**src/rtl/fetch_prefetch_queue_if.sv**
```systemverilog
// Fetch-side bus bundle: instruction-memory request/response channel and
// the instruction queue head presented to the IF/ID register.
interface fetch_prefetch_queue_if;
   logic        mem_req;
   logic [6:0]  mem_addr;
   logic        mem_gnt;
   logic        mem_rvalid;
   logic [31:0] mem_rdata;
   logic        inst_valid;
   logic [31:0] inst_data;
   logic [6:0]  inst_pc_inc;
   logic        deq_ready;

   modport master (
      output mem_req, mem_addr, inst_valid, inst_data, inst_pc_inc,
      input  mem_gnt, mem_rvalid, mem_rdata, deq_ready
   );

   modport slave (
      input  mem_req, mem_addr, inst_valid, inst_data, inst_pc_inc,
      output mem_gnt, mem_rvalid, mem_rdata, deq_ready
   );
endinterface

```
**src/rtl/fetch_prefetch_queue.sv**
```systemverilog
// Instruction prefetch queue with credit-based memory requests and redirect flush.
// Define FETCH_PERF_EN to add the saturating drop_count output.
module fetch_prefetch_queue #(
   parameter int         DEPTH    = 4,
   parameter int         MAX_OUT  = 2,
   parameter logic [6:0] PC_START = 7'h00
) (
   input  logic                  clk,
   input  logic                  reset,
   input  logic                  redirect_valid,
   input  logic [6:0]            redirect_pc,
`ifdef FETCH_PERF_EN
   output logic [7:0]            drop_count,
`endif
   fetch_prefetch_queue_if.master bus
);
   localparam int AW = $clog2(DEPTH);
   localparam int CW = AW + 1;
   localparam int TW = (MAX_OUT > 1) ? $clog2(MAX_OUT) : 1;
   localparam int OW = $clog2(MAX_OUT + 1);
   localparam int SW = ((CW > OW) ? CW : OW) + 2;

   typedef enum logic [1:0] {IDLE, RUN, DRAIN} state_t;

   typedef struct packed {
      logic [31:0] data;
      logic [6:0]  pc_inc;
   } entry_t;

   state_t          state, state_nx;
   logic [6:0]      fetch_pc;
   entry_t          q_mem [DEPTH];
   logic [AW-1:0]   q_rd, q_wr;
   logic [CW-1:0]   count;
   logic [6:0]      tag_mem [MAX_OUT];
   logic [TW-1:0]   tag_rd, tag_wr;
   logic [OW-1:0]   live;
   logic [OW-1:0]   drop_cnt;
   logic [OW-1:0]   rd_drop;
   logic [SW-1:0]   inflight, credit;
   logic            req, grant, rv, drop_rsp, take_rsp, head_valid, pop;

   function automatic logic [TW-1:0] tag_inc(input logic [TW-1:0] p);
      return (p == TW'(MAX_OUT - 1)) ? '0 : p + 1'b1;
   endfunction

   // Dropped slots still occupy memory-side credit until their data returns.
   assign inflight = SW'(live) + SW'(drop_cnt);
   assign credit   = SW'(count) + inflight;
   assign req      = !reset && !redirect_valid &&
                     (credit < SW'(DEPTH)) && (inflight < SW'(MAX_OUT));
   assign grant    = req && bus.mem_gnt;
   assign rv       = bus.mem_rvalid;
   assign drop_rsp = rv && (drop_cnt != '0);
   assign take_rsp = rv && (drop_cnt == '0) && (live != '0);
   assign head_valid = !reset && (count != '0);
   assign pop      = head_valid && bus.deq_ready;
   // Redirect converts all in-flight slots to drops, less one already returning now.
   assign rd_drop  = OW'(inflight - SW'(rv && (inflight != '0)));

   assign bus.mem_req     = req;
   assign bus.mem_addr    = reset ? PC_START : fetch_pc;
   assign bus.inst_valid  = head_valid;
   assign bus.inst_data   = head_valid ? q_mem[q_rd].data   : '0;
   assign bus.inst_pc_inc = head_valid ? q_mem[q_rd].pc_inc : '0;

   always_comb begin
      state_nx = state;
      case (state)
         IDLE:  state_nx = RUN;
         RUN:   if (redirect_valid && rd_drop != '0) state_nx = DRAIN;
         DRAIN: begin
            if (redirect_valid)
               state_nx = (rd_drop != '0) ? DRAIN : RUN;
            else if (drop_cnt == '0 || (drop_cnt == OW'(1) && drop_rsp))
               state_nx = RUN;
         end
         default: state_nx = IDLE;
      endcase
   end

   always_ff @(posedge clk) begin
      if (reset) begin
         state    <= IDLE;
         fetch_pc <= PC_START;
         q_rd     <= '0;
         q_wr     <= '0;
         count    <= '0;
         tag_rd   <= '0;
         tag_wr   <= '0;
         live     <= '0;
         drop_cnt <= '0;
      end else begin
         state <= state_nx;
         if (redirect_valid) begin
            fetch_pc <= redirect_pc & 7'h7C;
            q_rd     <= '0;
            q_wr     <= '0;
            count    <= '0;
            tag_rd   <= '0;
            tag_wr   <= '0;
            live     <= '0;
            drop_cnt <= rd_drop;
         end else begin
            if (grant) begin
               fetch_pc <= fetch_pc + 7'd4;
               tag_wr   <= tag_inc(tag_wr);
            end
            if (take_rsp) begin
               q_wr   <= q_wr + 1'b1;
               tag_rd <= tag_inc(tag_rd);
            end
            if (pop)      q_rd     <= q_rd + 1'b1;
            if (drop_rsp) drop_cnt <= drop_cnt - 1'b1;
            live  <= live + OW'(grant) - OW'(take_rsp);
            count <= count + CW'(take_rsp) - CW'(pop);
         end
      end
   end

   // Storage arrays carry no reset; pointers and count define validity.
   always_ff @(posedge clk) begin
      if (!reset && !redirect_valid) begin
         if (grant) tag_mem[tag_wr] <= fetch_pc;
         if (take_rsp) q_mem[q_wr] <= '{data: bus.mem_rdata, pc_inc: tag_mem[tag_rd] + 7'd4};
      end
   end

`ifdef FETCH_PERF_EN
   logic discard;
   assign discard = rv && (redirect_valid || drop_cnt != '0 || live == '0);

   always_ff @(posedge clk) begin
      if (reset)
         drop_count <= 8'h00;
      else if (discard && drop_count != 8'hFF)
         drop_count <= drop_count + 8'h01;
   end
`endif
endmodule

```
**src/flat_wrapper.sv**
```systemverilog
// flat-port wrapper written by rule: the top's interface ports become plain ports
module fetch_prefetch_queue_flat 
#(
   parameter int         DEPTH    = 4,
   parameter int         MAX_OUT  = 2,
   parameter logic [6:0] PC_START = 7'h00
)
  (clk, reset, redirect_valid, redirect_pc, bus_mem_req, bus_mem_addr, bus_inst_valid, bus_inst_data, bus_inst_pc_inc, bus_mem_gnt, bus_mem_rvalid, bus_mem_rdata, bus_deq_ready);
  fetch_prefetch_queue_if bus_i ();
  input  logic clk;
  input  logic reset;
  input  logic redirect_valid;
  input  logic [6:0] redirect_pc;
  output wire logic [$bits(bus_i.mem_req)-1:0] bus_mem_req;
  output wire logic [$bits(bus_i.mem_addr)-1:0] bus_mem_addr;
  output wire logic [$bits(bus_i.inst_valid)-1:0] bus_inst_valid;
  output wire logic [$bits(bus_i.inst_data)-1:0] bus_inst_data;
  output wire logic [$bits(bus_i.inst_pc_inc)-1:0] bus_inst_pc_inc;
  input wire logic [$bits(bus_i.mem_gnt)-1:0] bus_mem_gnt;
  input wire logic [$bits(bus_i.mem_rvalid)-1:0] bus_mem_rvalid;
  input wire logic [$bits(bus_i.mem_rdata)-1:0] bus_mem_rdata;
  input wire logic [$bits(bus_i.deq_ready)-1:0] bus_deq_ready;
  assign bus_mem_req = bus_i.mem_req;
  assign bus_mem_addr = bus_i.mem_addr;
  assign bus_inst_valid = bus_i.inst_valid;
  assign bus_inst_data = bus_i.inst_data;
  assign bus_inst_pc_inc = bus_i.inst_pc_inc;
  assign bus_i.mem_gnt = bus_mem_gnt;
  assign bus_i.mem_rvalid = bus_mem_rvalid;
  assign bus_i.mem_rdata = bus_mem_rdata;
  assign bus_i.deq_ready = bus_deq_ready;
  fetch_prefetch_queue #(.DEPTH(DEPTH), .MAX_OUT(MAX_OUT), .PC_START(PC_START)) u_core (.clk(clk), .reset(reset), .redirect_valid(redirect_valid), .redirect_pc(redirect_pc), .bus(bus_i));
endmodule
```
**config.mk**
```make
export PLATFORM = sky130hd
export DESIGN_NAME = fetch_prefetch_queue_flat
export DESIGN_NICKNAME = d
export VERILOG_FILES = /design/src/rtl/fetch_prefetch_queue_if.sv /design/src/rtl/fetch_prefetch_queue.sv /design/src/flat_wrapper.sv
export SDC_FILE = /design/constraint.sdc
export NUM_CORES = 1
export LEC_CHECK = 0
export ABC_AREA = 1
export CAP_MARGIN = 20
export CORE_UTILIZATION = 56
export CTS_CLUSTER_DIAMETER = 80
export DETAILED_ROUTE_END_ITERATION = 8
export DONT_BUFFER_PORTS = 1
export GPL_ROUTABILITY_DRIVEN = 1
export HOLD_SLACK_MARGIN = 0.08
export PLACE_DENSITY = 0.71
export SLEW_MARGIN = 25
export SYNTH_ARGS = -nofsm -noshare
export SYNTH_HDL_FRONTEND = slang
export SYNTH_SLANG_ARGS = --single-unit
```
**constraint.sdc**
```tcl
create_clock -name clk -period 3.6 [get_ports clk]
set_input_delay 0.72 -clock clk [delete_from_list [all_inputs] [get_ports clk]]
set_output_delay 0.72 -clock clk [all_outputs]
set_load 0.005 [all_outputs]
```
; Word-level counts from Yosys, hierarchy flattened
; Memories as Yosys holds them, arrays and structs flattened. A register that Yosys moved wholly into a read port is not among the register bits.
; Cells that the tools add are included.
[classes]
add_sub_neg = 14
n_mul = 0
div = 0
magnitude_cmp = 2
n_eq_ne = 0
shifts = 0
muxes = 19
bitwise_logic = 0
reduce_logical = 20
[op_table]
columns = operator, n
row1 = two-way mux 32 bit, 1
row2 = two-way mux 7 bit, 4
row3 = adder 7 x 3 -> 7 bit (second input constant), 2
row4 = logical AND 1 bit, 10
row5 = two-way mux 1 bit, 10
row6 = two-way mux 2 bit, 4
row7 = nonzero test 2 bit, 4
row8 = less-than comparator 5 x 3 -> 1 bit (second input constant), 1
row9 = nonzero test 5 bit, 1
row10 = adder 2 x 1 -> 2 bit (second input constant), 2
row11 = adder 3 x 3 -> 4 bit, 1
row12 = subtractor 2 x 1 -> 2 bit, 2
row13 = adder 2 x 2 -> 3 bit, 1
row14 = adder 3 x 1 -> 3 bit, 1
row15 = less-than comparator 3 x 2 -> 1 bit (second input constant), 1
row16 = nonzero test 3 bit, 1
row17 = subtractor 3 x 1 -> 3 bit, 1
row18 = adder 1 bit (second input constant), 2
row19 = adder 2 x 1 -> 2 bit, 1
row20 = zero test 1 bit, 2
row21 = zero test 2 bit, 1
row22 = OR reduction 2 bit, 1
row23 = subtractor 2 x 1 -> 2 bit (second input constant), 1
[totals]
ff_bits = 20
latch_bits = 0
mem_bits_rw = 170
romBits = 0
input_bits = 45
output_inout_bits = 48
memories = 2
[memory_table]
columns = memory, depth, word_bits, read_ports, rd_ports_with_merged_regs, write_ports, line
row1 = u_core.q_mem, 4, 39, 1, 1, 1, fetch_prefetch_queue.sv:32  ; entry_t q_mem [DEPTH];
row2 = u_core.tag_mem, 2, 7, 1, 1, 1, fetch_prefetch_queue.sv:35  ; logic [6:0] tag_mem [MAX_OUT];

; Depth between registers and ports, before layout
; Gate-level depths: netlist of the first run.
[depth]
depth_word = 9
ltp_mapped = 13
mapped_depth_nobuf = 13

; Worst setup path before layout of the first run
; OpenSTA, ideal clock, no wires.
[synth_path]
path_kind = input to register
from = input port bus_mem_rvalid
to = memory u_core.q_mem[0][10] in the netlist's numbering, enable pin
setup_ns = 0.431
arrival_ns = 2.788
required_time_ns = 3.169
setup_slack_ns = 0.381
path_stages = 4
n_path_buf = 0
path_cell_list = nand2_1 -> a21oi_2 -> nand2_1 -> nor2_1
[synth_between]
elab_chain_cells = 5
[synth_rtl]
columns = item, line
row1 = from (decl), flat_wrapper.sv:20  ; input wire logic [$bits(bus_i.mem_rvalid)-1:0] bus_mem_rvalid;
row2 = logical AND 1 bit (2 in series), fetch_prefetch_queue.sv:55  ; assign take_rsp = rv && (drop_cnt == '0) && (live != '0);
row3 = named net u_core.take_rsp, fetch_prefetch_queue.sv:41  ; logic req, grant, rv, drop_rsp, take_rsp, head_valid, pop;
row4 = two-way mux 1 bit, fetch_prefetch_queue.sv:125  ; if (take_rsp) q_mem[q_wr] <= '{data: bus.mem_rdata, pc_inc: tag_mem[tag_rd] + 7'd4};
row5 = two-way mux 1 bit, fetch_prefetch_queue.sv:123  ; if (!reset && !redirect_valid) begin
row6 = two-way mux 1 bit (implied by the code), fetch_prefetch_queue.sv:125
row7 = to (decl), fetch_prefetch_queue.sv:32
; The timed path passes the listed nets, and every way through them passes these cells.

; Worst setup path after layout of the first run
[layout_path]
from = register u_core.drop_cnt[0]
to = output port bus_mem_req
[layout_between]
elab_chain_cells = 5
[layout_rtl]
columns = item, line
row1 = from (decl), fetch_prefetch_queue.sv:38  ; logic [OW-1:0] drop_cnt;
row2 = from (signal assigned), fetch_prefetch_queue.sv:103  ; drop_cnt <= rd_drop;
row3 = from (signal assigned), fetch_prefetch_queue.sv:114  ; if (drop_rsp) drop_cnt <= drop_cnt - 1'b1;
row4 = adder 2 x 2 -> 3 bit (*), fetch_prefetch_queue.sv:48  ; assign inflight = SW'(live) + SW'(drop_cnt);
row5 = adder 3 x 3 -> 4 bit, fetch_prefetch_queue.sv:49  ; assign credit = SW'(count) + inflight;
row6 = less-than comparator 5 x 3 -> 1 bit, fetch_prefetch_queue.sv:51  ; (credit < SW'(DEPTH)) && (inflight < SW'(MAX_OUT));
row7 = logical AND 1 bit, fetch_prefetch_queue.sv:50  ; assign req = !reset && !redirect_valid &&
row8 = logical AND 1 bit (*), fetch_prefetch_queue.sv:51
row9 = to (decl), flat_wrapper.sv:14  ; output wire logic [$bits(bus_i.mem_req)-1:0] bus_mem_req;
; Mark *: on every way between the ends. The rest lies on a longest branch, timed or not.

==> results of run 1 <==
-- per-layer routing --
layer,share of wire [%],wire (µm),track usage (%),vias to the layer above
met5,0,0,0,-
met4,1.6,229,8.25,0
met1,40,5670,24.1,2255
met2,51,7210,35.3,149
li1,-,-,-,2237
met3,6.9,976,7.32,20
-- sequential cells by signal, summed over array words and instances (netlist names), named ones only --
name	count
u_core.count	3
u_core.q_mem	148
u_core.tag_wr	1
u_core.tag_rd	1
u_core.q_rd	2
u_core.q_wr	2
u_core.drop_cnt	2
u_core.fetch_pc	5
u_core.live	2
u_core.tag_mem	10
-- layout by cell type, fill, tap and decap left out, types with 2 or more instances in the layout --
master,count
buf_4,5
o21ai_0,17
a21oi_2,2
nand2_2,2
inv_2,7
inv_1,40
xor2_1,3
nor2_1,172
dfxtp_1,19
clkbuf_16,17
dfxtp_2,2
o21ai_1,72
clkinv_2,2
xnor2_1,5
conb_1,4
nor2_2,2
edfxtp_1,158
nand3_1,11
nor2_4,5
buf_12,4
clkinv_1,4
fa_1,2
bufinv_16,4
ha_1,15
a21oi_1,48
nand2_1,28
clkbuf_1,2
-- cells by family after synthesis --
| kind of cell | count (synthesis) | synth area share (%) |
|---|---|---|
| mux | 1 | 0.134 |
| xor+xnor | 8 | 0.936 |
| buf+inv | 81 | 4.82 |
| simple gates | 226 | 12.3 |
| compound gates | 142 | 9.68 |
| fa+ha+maj | 17 | 3.04 |
| flops | 179 | 69.0 |
| other cells | 1 | 0.0501 |
-- critical path, stage by stage, from the launching register on --
cell     delay, ns
dfxtp_1       0.38
ha_1          0.16
inv_1         0.05
fa_1          0.53
inv_1         0.09
ha_1          0.27
nand2_1       0.06
nor2_1        0.05
nor4_1        0.32
-- area by class of cell --
class | instances | area (µm²)
clock inverters | 12 | 163
well taps | 172 | 215
multi-input cells | 398 | 2000
inverters | 48 | 183
fillers | 978 | 4540
flip-flops and latches | 179 | 5170
repair buffers | 9 | 118
clock buffers | 19 | 433
-- through the flow --
step | hold WS, ns | cells | area [µm²] | worst slack, ns | power [mW]
after floorplan | 0.426 | 658 | 7490 | 0.381 | 2.41
after detailed placement | 0.450 | 806 | 7680 | 1.01 | 2.43
after global placement | 0.444 | 806 | 7680 | 1.07 | 2.42
final | 0.384 | 837 | 8280 | 0.556 | 4.25
after CTS | 0.370 | 837 | 8280 | 0.555 | 4.27
after global routing | 0.362 | 837 | 8280 | 0.445 | 4.38
-- worst max path at each step --
| stage | start | cells past startpoint | slack, ns | endpoint |
|---|---|---|---|---|
| floorplan | bus_mem_rvalid | 4 | 0.38 | u_core.q_mem[0][10] |
| detailed placement | u_core.drop_cnt[0] | 10 | 1.01 | u_core.tag_mem[1][6] |
| global placement | u_core.drop_cnt[0] | 10 | 1.07 | u_core.tag_mem[1][6] |
| CTS | u_core.drop_cnt[0] | 8 | 0.55 | bus_mem_req |
| global route | u_core.drop_cnt[0] | 8 | 0.44 | bus_mem_req |
| finish | u_core.drop_cnt[0] | 8 | 0.56 | bus_mem_req |
-- where the power goes --
group | internal [mW] | switching, mW
clock | 1.15 | 0.716
combinational | 0.0355 | 0.0672
sequential | 2.27 | 0.0108
==> results.py, run 1 <==
metrics = {
    "floorplanning": {
        "dieWidth_um": 118,
        "die_h_um": 118,
        "rows": 41,
        "die_area_um2": 13800,
        "start_util_pct": 58.4,
        "io_pins": 93,
        "core_area_um2": 12800,
    },
    "setup_path": {
        "start_kind": "register",
        "crit_path_max_fanout": 3,
        "worstSetupPathType": "register to output port",
        "worstPathArrival_ns": 2.32,
        "r2r-end": "u_core.tag_mem[1][2]",
        "required_ns": 2.88,
        "ff2ff_setup_slack_ns": 0.99,
        "r2r_cells": 10,
        "endpoint_kind": "output port",
        "reg2reg_from": "u_core.drop_cnt[0]",
    },
    "synth": {
        "synth-edff-count": 158,
        "synth_cells": 655,
        "syn_area_um2": 7480,
        "yosysUniqueCellTypes": 34,
        "avgSynthCellArea_um2": 11.4,
        "synth_most_common_cell": "nor2_1",
        "ys_seq_elements": 179,
        "ys.flop_type": "edfxtp_1",
        "synthTopCellsByArea": "edfxtp_1 63%, nor2_1 8.8%, dfxtp_1 5.6%, o21ai_1 4.8%, a21oi_1 3.2%",
        "synth_seq_area_share_pct": 69.0,
        "synth_common_cells": "176 x nor2_1, 158 x edfxtp_1, 72 x o21ai_1",
        "async_flop_share_pct": 0,
        "synth_top_area_cell": "edfxtp_1",
        "ys_warn_count": 0,
        "yosysTopAreaCellShare_pct": 63.4,
    },
    "grt": {
        "track_usage_pct": 20.8,
        "grt_pass1_wl_mm": 21.6,
        "grt_max_degree": 75,
        "grt-ovfl-total": 0,
        "antenna_found_initial": 0,
        "grt_pass1_vias": 4342,
    },
    "detailed_routing": {
        "ant_nets": 0,
        "drtIter0Drc": 275,
        "vias": 4661,
        "via_per_inst": 5.57,
        "wl_mm": 14.1,
        "dr.pass1.iters": 5,
        "post_drt_wl_per_cell_um": 16.8,
        "drc": 0,
    },
    "worst_hold_path": {
        "hold_end": "u_core.q_mem[3][35]",
        "worstHoldStart": "bus_mem_rdata[28]",
        "min_path_type": "primary input to register",
        "whs_path_depth": 0,
    },
    "clocking": {
        "cts_tree": "built",
        "htreeDepth": 4,
        "cts_resized": 0,
        "clk_path_buf_depth": 2,
        "clk_latency_ns": 0.43,
        "holdBufCountCts": 0,
        "cts_setup_buffers": 0,
        "clock-root-buffer": "clkbuf_16",
        "clk_pin_slew_ns": 0.06,
        "numCtsBuffers": 17,
        "cts_sinks": 179,
    },
    "timing": {
        "setup_viol": 0,
        "rsz0062_at_grt": "no",
        "fin_crit_ns": 3.04,
        "hold_violations": 0,
        "maxSlewHeadroom_pct": 44.9,
        "finClkSkew_ns": 0.0115,
        "slew_violations": 0,
        "fmax_mhz": 328,
        "final.period_utilization_pct": 84.6,
        "tns_ns": 0,
        "worst_slew_pin_slew_ns": 0.827,
    },
    "power_and_ir_drop": {
        "power_density_nw_per_um2": 513,
        "p_leak_nw": 2.92,
        "ir_drop_mv": 0.316,
    },
    "layout": {
        "syn_to_final_growth_pct": 10.7,
        "drive_above_1_share_pct": 8.72,
        "num_antenna_cells": 0,
        "final_util_pct": 64.6,
        "final_nets": 715,
    },
    "placed_design": {
        "hpwlAfterDp_mm": 8.14,
        "gp_congestion": 0.772,
        "placement.io_buffers": 0,
    },
    "run": {
        "drv_cap": 0,
    },
    "outcome": {
        "status": "finished clean",
    },
}
(Power assumes the default switching activity.)
==> run 2, diff against run 1 <==
--- a/config.mk
+++ b/config.mk
@@ -13,7 +13,7 @@
 export DONT_BUFFER_PORTS = 1
 export GPL_ROUTABILITY_DRIVEN = 1
 export HOLD_SLACK_MARGIN = 0.08
-export PLACE_DENSITY = 0.71
+export PLACE_DENSITY = 0.74
 export SLEW_MARGIN = 25
 export SYNTH_ARGS = -nofsm -noshare
 export SYNTH_HDL_FRONTEND = slang
==> constraint.sdc (replaced) <==
create_clock -name clk -period 2.55 [get_ports clk]
set_input_delay 0.51 -clock clk [delete_from_list [all_inputs] [get_ports clk]]
set_output_delay 0.51 -clock clk [all_outputs]
set_load 0.005 [all_outputs]
==> run 2 against run 1 <==
Net effect: the run now ends with negative setup slack left; first-iteration DRC count rose by 41%; critical path type unchanged; power rose by 42%; sequential power rose by 41%; die area did not move; clock power rose by 40%; final area rose by 2.0%; hold slack got worse by 0.20 ns.
==> results.py, run 2 (same netlist as run 1, synthesis figures left out) <==
metrics = {
    "detailed_routing": {
        "dr.pass1.iters": 5,
        "ant_nets": 0,
        "via_per_inst": 5.50,
        "wl_mm": 14.3,
        "post_drt_wl_per_cell_um": 16.8,
        "drtIter0Drc": 387,
        "vias": 4665,
        "drc": 0,
    },
    "setup_path": {
        "worstSetupPathType": "register to output port",
        "crit_path_max_fanout": 2,
        "required_ns": 2.04,
        "cp_slowest_stage_delay_ns": 0.53,
        "worstPathArrival_ns": 2.10,
        "slowest_stage": "fa_2",
        "worstPathCellList": "ha_4 > inv_2 > fa_2 > inv_2 > ha_4 > nand2_4 > nor2_4 > nor4_4",
        "start_kind": "register",
        "endpoint_kind": "output port",
    },
    "placed_design": {
        "hpwlAfterDp_mm": 8.48,
        "gp_congestion": 0.799,
        "placement.io_buffers": 0,
        "placed_cells": 812,
    },
    "power_and_ir_drop": {
        "power_density_nw_per_um2": 712,
        "ir_drop_mv": 0.474,
        "p_total_mw": 6.01,
        "p_leak_nw": 3.00,
    },
    "timing": {
        "final.period_utilization_pct": 102,
        "setup_viol": 1,
        "worst_slew_pin_slew_ns": 0.791,
        "fmax_mhz": 383,
        "rsz0062_at_grt": "yes",
        "finClkSkew_ns": 0.00588,
        "slew_violations": 0,
        "layout_setup_ws_ns": -0.0599,
        "maxSlewHeadroom_pct": 47.2,
        "fin_crit_ns": 2.61,
        "hold_violations": 0,
    },
    "layout": {
        "mostFrequentLayoutCell": "nor2_1",
        "largest_register": "u_core.q_mem",
        "final_cell_mix": "171 x nor2_1, 158 x edfxtp_1, 72 x o21ai_1, 48 x a21oi_1, 37 x inv_1",
        "drive_above_1_share_pct": 12.3,
        "num_antenna_cells": 0,
        "largest_reg_flops": 148,
        "stdcell_count": 848,
        "syn_to_final_growth_pct": 12.8,
        "n_fill_cell": 929,
        "reg.largest.list": "u_core.q_mem x148, u_core.tag_mem x10, u_core.fetch_pc x5",
        "final_nets": 726,
        "multi_input_area_um2": 2070,
        "regArea_um2": 5170,
    },
    "run": {
        "drv_cap": 0,
    },
    "floorplanning": {
        "io_pins": 93,
        "dieWidth_um": 118,
        "rows": 41,
        "start_util_pct": 58.4,
        "core_area_um2": 12800,
        "die_area_um2": 13800,
        "die_h_um": 118,
    },
    "clocking": {
        "holdBufCountCts": 0,
        "cts_sinks": 179,
        "clock-root-buffer": "clkbuf_16",
        "clk_pin_slew_ns": 0.06,
        "numCtsBuffers": 17,
        "cts_tree": "built",
        "htreeDepth": 4,
        "clk_path_buf_depth": 2,
        "clk_latency_ns": 0.42,
    },
    "grt": {
        "grt_pass1_vias": 4576,
        "grt_max_degree": 61,
        "track_usage_pct": 21.7,
        "grt-ovfl-total": 0,
        "antenna_found_initial": 0,
        "grt_pass1_wl_mm": 22.7,
    },
    "worst_hold_path": {
        "min_path_type": "primary input to register",
    },
    "outcome": {
        "status": "finished, violations left",
        "violations": "negative setup slack",
    },
}
==> run 2: cell types whose count changed in the layout (fill, tap and decap cells not counted), moves of 2 or more <==
| cell | delta |
|---|---|
| inv_1 | -3 |
| inv_2 | +2 |
| ha_4 | +2 |
| nand2_1 | -2 |
| buf_4 | +11 |
| ha_1 | -2 |
| dfxtp_1 | -2 |
==> run 2: final timing paths <==
| path | slack, ns | end | cells past startpoint | start |
|---|---|---|---|---|
| worst max-delay path | -0.06 | bus_mem_req | 8 | u_core.live[0] |
| worst min-delay path | 0.18 | u_core.q_mem[1][7] | 0 | bus_mem_rdata[0] |
| worst max register to register | 0.10 | u_core.tag_mem[1][6] | 10 | u_core.live[0] |
| worst min register to register | 0.46 | u_core.tag_rd | 1 | u_core.tag_rd |
==> run 2: routing by layer <==
| metal | vias up | track usage [%] | wire length (µm) | share of wire (%) |
|---|---|---|---|---|
| met4 | 0 | 9.86 | 332 | 2.3 |
| met2 | 159 | 37.4 | 7390 | 52 |
| met1 | 2226 | 24.2 | 5470 | 38 |
| met5 | - | 0 | 0 | 0 |
| li1 | 2250 | - | - | - |
| met3 | 30 | 7.56 | 1100 | 7.7 |
==> run 2: cell type report <==
cell class | instances | area share, %
well taps | 172 | 2.55
flip-flops and latches | 179 | 61.3
clock buffers | 19 | 5.13
clock inverters | 12 | 1.93
inverters | 48 | 2.19
multi-input cells | 398 | 24.6
repair buffers | 20 | 2.37
==> run 2: power by group <==
| group | total (mW) | switching, mW | leakage [nW] | internal, mW |
|---|---|---|---|---|
| clock | 2.61 | 0.988 | 0.290 | 1.62 |
| sequential | 3.22 | 0.0156 | 1.59 | 3.21 |
| combinational | 0.183 | 0.111 | 1.12 | 0.0714 |
| total | 6.01 | 1.12 | 3.00 | 4.90 |
==> run 2: critical path: cells and delay by family (launching register included) <==
family | cells | cell delay (ns)
DFF | 1 | 0.35
and+or+nand+nor | 3 | 0.35
buffers and inverters | 2 | 0.08
adders and majority gates | 3 | 0.87
==> run 2: what timing repair did <==
action	4_1_cts	5_1_grt
buffers inserted	3	2
pin swaps	4	2
setup endpoints to repair	6	5
resized for setup	19	3
==> run 2: metrics by stage <==
step	setup TNS [ns]	instance area, µm²	utilization, %	hold slack, ns	worst slack, ns
2_1_floorplan	-78.51	7490	-	0.426	-0.530
3_3_place_gp	0	7730	60.3	0.445	0.134
3_5_place_dp	-0.189	7730	60.3	0.449	-0.0379
4_1_cts	-0.0287	8420	65.7	0.162	-0.0287
5_1_grt	-0.116	8440	65.8	0.163	-0.116
6_report	-0.0599	8440	65.8	0.180	-0.0599
==> run 3, diff against run 2 <==
--- a/config.mk
+++ b/config.mk
@@ -6,12 +6,12 @@
 export NUM_CORES = 1
 export LEC_CHECK = 0
 export ABC_AREA = 1
-export CAP_MARGIN = 20
+export CAP_MARGIN = 15
 export CORE_UTILIZATION = 56
 export CTS_CLUSTER_DIAMETER = 80
 export DETAILED_ROUTE_END_ITERATION = 8
 export DONT_BUFFER_PORTS = 1
-export GPL_ROUTABILITY_DRIVEN = 1
+export GPL_ROUTABILITY_DRIVEN = 0
 export HOLD_SLACK_MARGIN = 0.08
 export PLACE_DENSITY = 0.74
 export SLEW_MARGIN = 25
==> results of run 3 <==
The final DEF is identical to that of run 2; final timing and power are the same.
